[src/rtl/sram_bus_arbiter_pkg.sv]
// Shared encodings for the two-port SRAM-like bus arbiter: FSM states, owner ids, size codes.
package sram_bus_arbiter_pkg;

    typedef enum logic [1:0] {
        SBA_IDLE      = 2'd0,
        SBA_WAIT_ADDR = 2'd1,
        SBA_WAIT_DATA = 2'd2
    } sba_state_e;

    localparam logic SBA_OWN_INST = 1'b0;
    localparam logic SBA_OWN_DATA = 1'b1;

    localparam logic [1:0] SBA_SIZE_BYTE = 2'd0;
    localparam logic [1:0] SBA_SIZE_HALF = 2'd1;
    localparam logic [1:0] SBA_SIZE_WORD = 2'd2;

    function automatic logic [2:0] sba_starve_inc(input logic [2:0] cnt);
        return (cnt == 3'd7) ? cnt : cnt + 3'd1;
    endfunction

endpackage

[src/rtl/sram_bus_arbiter.sv]
// Shares one SRAM-like bus between fetch (inst) and load/store (data); data-priority with a fetch starvation guard.
// Request-to-bus and bus-response-to-requester paths are combinational; one transaction outstanding.
module sram_bus_arbiter
    import sram_bus_arbiter_pkg::*;
#(
    parameter int unsigned STARVE_LIMIT = 4
) (
    input  logic        clk,
    input  logic        resetn,

    input  logic        inst_req,
    input  logic        inst_wr,
    input  logic [1:0]  inst_size,
    input  logic [31:0] inst_addr,
    input  logic [31:0] inst_wdata,
    output logic        inst_addr_ok,
    output logic        inst_data_ok,
    output logic [31:0] inst_rdata,

    input  logic        data_req,
    input  logic        data_wr,
    input  logic [1:0]  data_size,
    input  logic [31:0] data_addr,
    input  logic [31:0] data_wdata,
    output logic        data_addr_ok,
    output logic        data_data_ok,
    output logic [31:0] data_rdata,

    output logic        mem_req,
    output logic        mem_wr,
    output logic [1:0]  mem_size,
    output logic [31:0] mem_addr,
    output logic [31:0] mem_wdata,
    input  logic        mem_addr_ok,
    input  logic        mem_data_ok,
    input  logic [31:0] mem_rdata
);

    localparam logic [2:0] LIMIT = 3'(STARVE_LIMIT);

    sba_state_e  state_q, state_d;
    logic        owner_q, owner_d;
    logic [2:0]  starve_q, starve_d;

    logic        sel;
    logic        bus_req;
    logic        grant;
    logic        done;

    always_ff @(posedge clk or negedge resetn) begin
        if (!resetn) begin
            state_q  <= SBA_IDLE;
            owner_q  <= SBA_OWN_INST;
            starve_q <= 3'd0;
        end else begin
            state_q  <= state_d;
            owner_q  <= owner_d;
            starve_q <= starve_d;
        end
    end

    always_comb begin
        state_d  = state_q;
        owner_d  = owner_q;
        starve_d = starve_q;
        sel      = owner_q;
        bus_req  = 1'b0;
        grant    = 1'b0;
        done     = 1'b0;
        case (state_q)
            SBA_IDLE: begin
                if (inst_req || data_req) begin
                    // Data wins unless fetch has been passed over STARVE_LIMIT times in a row.
                    sel     = (data_req && !(inst_req && starve_q == LIMIT)) ? SBA_OWN_DATA : SBA_OWN_INST;
                    bus_req = 1'b1;
                    owner_d = sel;
                    grant   = mem_addr_ok;
                    state_d = mem_addr_ok ? SBA_WAIT_DATA : SBA_WAIT_ADDR;
                end
            end
            SBA_WAIT_ADDR: begin
                // An owner that withdraws its request simply parks the bus here.
                bus_req = (owner_q == SBA_OWN_DATA) ? data_req : inst_req;
                if (bus_req && mem_addr_ok) begin
                    grant   = 1'b1;
                    state_d = SBA_WAIT_DATA;
                end
            end
            SBA_WAIT_DATA: begin
                if (mem_data_ok) begin
                    done    = 1'b1;
                    state_d = SBA_IDLE;
                end
            end
            default: state_d = SBA_IDLE;
        endcase

        if (grant) begin
            starve_d = (sel == SBA_OWN_DATA && inst_req) ? sba_starve_inc(starve_q) : 3'd0;
        end
    end

    assign mem_req   = resetn & bus_req;
    assign mem_wr    = resetn & ((sel == SBA_OWN_DATA) ? data_wr : inst_wr);
    assign mem_size  = !resetn ? 2'd0  : (sel == SBA_OWN_DATA) ? data_size  : inst_size;
    assign mem_addr  = !resetn ? 32'd0 : (sel == SBA_OWN_DATA) ? data_addr  : inst_addr;
    assign mem_wdata = !resetn ? 32'd0 : (sel == SBA_OWN_DATA) ? data_wdata : inst_wdata;

    assign inst_addr_ok = resetn & grant & (sel == SBA_OWN_INST);
    assign data_addr_ok = resetn & grant & (sel == SBA_OWN_DATA);
    assign inst_data_ok = resetn & done & (owner_q == SBA_OWN_INST);
    assign data_data_ok = resetn & done & (owner_q == SBA_OWN_DATA);
    assign inst_rdata   = resetn ? mem_rdata : 32'd0;
    assign data_rdata   = resetn ? mem_rdata : 32'd0;

endmodule

[config.mk]
export PLATFORM = sky130hd
export DESIGN_NAME = sram_bus_arbiter
export DESIGN_NICKNAME = d
export VERILOG_FILES = /design/src/rtl/sram_bus_arbiter_pkg.sv /design/src/rtl/sram_bus_arbiter.sv
export SDC_FILE = /design/constraint.sdc
export NUM_CORES = 1
export LEC_CHECK = 0
export BUFFER_PORTS_ARGS = -buffer_cell sky130_fd_sc_hd__buf_4
export CORE_AREA = 8 8 114 116
export CTS_BUF_LIST = sky130_fd_sc_hd__clkbuf_8
export DETAILED_ROUTE_END_ITERATION = 7
export DIE_AREA = 0 0 122 124
export RECOVER_POWER = 25
export SLEW_MARGIN = 0
export SYNTH_ARGS = -nofsm -noshare
export SYNTH_HDL_FRONTEND = slang
export SYNTH_SLANG_ARGS = --single-unit
export TNS_END_PERCENT = 10
[constraint.sdc]
create_clock -name clk -period 2.38 [get_ports clk]
set_input_delay 0.119 -clock clk [delete_from_list [all_inputs] [get_ports clk]]
set_output_delay 0.119 -clock clk [all_outputs]
set_load 0.01 [all_outputs]
==> impl.org <==
** Yosys
- Top cells by area, synth :: sky130_fd_sc_hd__nand2_1 (28%), sky130_fd_sc_hd__a21oi_1 (19%), sky130_fd_sc_hd__buf_4 (14%)
- Net Count, Synth :: 510
- The synthesized netlist contains 27 unique library cells.
- Synth Instances :: 335
- After synthesis the cells add up to 1790 µm².
- In this run, synthesis produced a sequential element count of 6.
- The synthesized design spends more area on one cell type than any other, namely sky130_fd_sc_hd__nand2_1.
- Count of synthesis-stage warnings from yosys :: 0
- Synthesized area per cell :: 5.35 µm²
- The share of the Yosys chip area taken by registers is 0.0837.
- Area share of the leading cell type in the synthesized netlist :: 0.285

** Timing
- Max-slew violations :: 0
- For the pin with the worst max-slew slack, the measured transition is 0.717 ns.
- Count of endpoints failing hold in the final timing report :: 0
- Final min period :: 2.19 ns
- Remaining max-slew budget at the tightest pin :: 0.510
- Of the available clock period, the critical path in the final layout requires 0.919.
- Setup violations remaining at the end of the flow were counted as 0.
- For this run, the top clock speed supported by timing is 457 MHz.
- Setup TNS :: 0 ns
- Setup repair after global routing missed its margin :: no
- For the final database, setup skew stands at 0.00311 ns.

** Worst hold path
- Worst hold start :: mem_data_ok
- Hold/Removal Path Class :: input pin to flop
- Along the worst hold path, the cell count comes to 2.

** Placed design
- Port Buf Inserts :: 307
- The HPWL after detailed placement is 9910 µm.
- Gp weighted congestion :: 0.930

** Run status
- Outcome :: finished, final reports clean

** Global route
- GRT Resource Usage Total :: 0.135
- After global routing the overflow that remains totals 0.
- The number of antenna violations at the first check in global routing was 0.
- First-pass GRT wire length :: 16600 µm
- Entering global routing, the biggest net connects 68 pins.
- The via count of the first global-routing pass is 3304.

** Setup path
- STA classifies the critical path endpoint as an output pin.
- Data arrival, critical path :: 2.07 ns
- At the worst endpoint, the required time is 2.26 ns.
- Worst setup path endpoint :: mem_wdata[14]
- Cell depth of the worst flop-to-flop path :: 5
- The worst register-to-register path begins at state_q[1]$_DFFE_PN0P_.
- Worst-case register-to-register setup slack :: 0.52 ns
- Worst-path maximum fanout :: 42
- STA classifies the critical path startpoint as a flop.
- Crit path kind :: flop to output pin
- The endpoint identified for the worst register-to-register timing path is starve_q[0]$_DFFE_PN0P_.
- Tracing the worst setup path back leads to its startpoint at state_q[1]$_DFFE_PN0P_.

** Route
- First drt pass iteration count :: 4
- Detailed-routed wire length on met2 :: 5970 µm
- Avg WL per Cell :: 15.8 µm
- Via count normalized by instance count :: 4.29
- Number of nets with antenna violations after routing :: 0
- The detailed router put a total of 4080 µm of wire on met1.
- Final wirelength :: 11600 µm
- Uppermost metal layer occupied by signal nets :: met4
- Met3 Wirelength :: 1400 µm
- The detailed router finished its first iteration with 125 violations.
- Detailed routing inserted a total of 3154 vias.
- For this run, design rule violations remaining after detail routing come to 0.

** Flow run
- Max-cap violations in this run came to 0.

** Clock network
- Clock Sink Count :: 6
- Clock latency reported for the late side of the worst-skew pair :: 0.22 ns
- TritonCTS built the clock tree.
- CTS placed an instance of sky130_fd_sc_hd__clkbuf_8 at the clock tree root.
- In this run the number of H-tree levels came out at 1.
- Quantity of gates resized following cts :: 0
- Number of buffers on the longest clock path :: 2
- Buffers inserted during clock tree synthesis total 3.
- After clock tree synthesis, the clock-pin slew on the worst setup and hold paths is 0.03 ns.

** Power
- Overall Power :: 2360 µW
- P per Cell Area :: 592 nW/µm²
- Peak supply drop :: 443 µV
- Leakage power figure :: 0.00217 µW

** Cells and area
- Commonest non-fill, non-tap cell in the layout :: sky130_fd_sc_hd__buf_4
- Filler Cell Count :: 1243
- Of the cells placed in the final design, the portion with a size suffix greater than 1 is 0.514.
- Count of nets after finishing :: 770
- 0 antenna diodes ended up in the layout.
- Area delta synth->final :: 122%
- Commonest cells after routing, fill and taps aside :: sky130_fd_sc_hd__buf_4 (297), sky130_fd_sc_hd__nand2_1 (136), sky130_fd_sc_hd__a21oi_1 (68)

** Die
- Ports :: 308
- Chip width :: 122 µm
- The initial utilization of the core area, before any placement, comes to 0.160.
- Die Span Y :: 124 µm
- Total Die Area :: 15100 µm²
- In this run the core area contains 39 standard-cell rows.
- The total area inside the core boundary comes to 11200 µm².
==> routing by layer <==
layer  vias up  global-route usage
li1       1566                   -
met1      1371               0.142
met2       203               0.248
met3        14              0.0444
met4         0              0.0424
met5         -                   0
==> cells in the mapped netlist (all sizes together) <==
cell	instances
nand2	136
a21oi	68
buf	37
and2	32
clkbuf	21
nor2	8
dfrtp	6
inv	5
ha	3
nand2b	3
o21ai	2
a2111oi	1
a21boi	1
a22o	1
a31o	1
a32o	1
a32oi	1
mux2	1
mux2i	1
nand3	1
nand4b	1
nor2b	1
nor4b	1
o221ai	1
or3b	1
==> worst min-delay path by stage <==
stage                            endpoint  slack [ns]
6_report           state_q[1]$_DFFE_PN0P_        0.12
5_1_grt            state_q[1]$_DFFE_PN0P_        0.12
4_1_cts            state_q[1]$_DFFE_PN0P_        0.11
3_5_place_dp   asynchronous set/reset pin        0.05
3_3_place_gp   asynchronous set/reset pin        0.03
2_1_floorplan  asynchronous set/reset pin       -0.18
==> report_power, final <==
part	internal, µW	leakage [µW]	switching, µW
logic	933	0.00207	1090
registers	137	0.0000771	48.2
clock network	109	0.0000216	43.3
==> cells by family after synthesis <==
| family | share of synthesized area |
|---|---|
| AO/OA/AOI/OAI | 0.234 |
| adder cells (fa/ha/maj) | 0.0209 |
| buffers and inverters | 0.205 |
| flip-flops | 0.0837 |
| multiplexers | 0.0119 |
| AND/OR/NAND/NOR | 0.445 |
==> area by class of cell <==
class / instances / area, µm² / share of cell area
Timing Repair Buffer: 313 / 2310 / 0.580
Multi-Input combinational cell: 266 / 1290 / 0.323
Tap cell: 143 / 179 / 0.0449
Sequential cell: 6 / 150 / 0.0377
Clock buffer: 3 / 41.3 / 0.0104
Inverter: 5 / 18.8 / 0.00471
==> repair_timing <==
| item | 4_1_cts | 5_1_grt |
|---|---|---|
| buffers inserted | 0 | 0 |
| hold buffers | 1 | 0 |
| endpoints found under the hold margin | 6 | 0 |
==> worst max-delay path, cell delays in order (launching register included) <==
cell and delay (ns):
sky130_fd_sc_hd__dfrtp_1 0.42, sky130_fd_sc_hd__or3b_1 0.43, sky130_fd_sc_hd__a32oi_4 0.25, sky130_fd_sc_hd__inv_2 0.07, sky130_fd_sc_hd__buf_4 0.26, sky130_fd_sc_hd__nand2_1 0.12, sky130_fd_sc_hd__a21oi_1 0.09, sky130_fd_sc_hd__buf_4 0.19
==> stage by stage <==
| stage | cells | hold WS (ns) | util | setup slack, ns | area, µm² |
|---|---|---|---|---|---|
| 2_1_floorplan | 335 | -0.177 | - | 0.463 | 1790 |
| 6_report | 736 | 0.116 | 0.357 | 0.193 | 3990 |
| 3_5_place_dp | 732 | 0.0463 | 0.357 | 0.414 | 3990 |
| 5_1_grt | 736 | 0.122 | 0.357 | 0.00970 | 3990 |
| 3_3_place_gp | 732 | 0.0342 | 0.357 | 0.457 | 3990 |
| 4_1_cts | 736 | 0.114 | 0.362 | 0.178 | 4040 |
(Power assumes the default switching activity.)
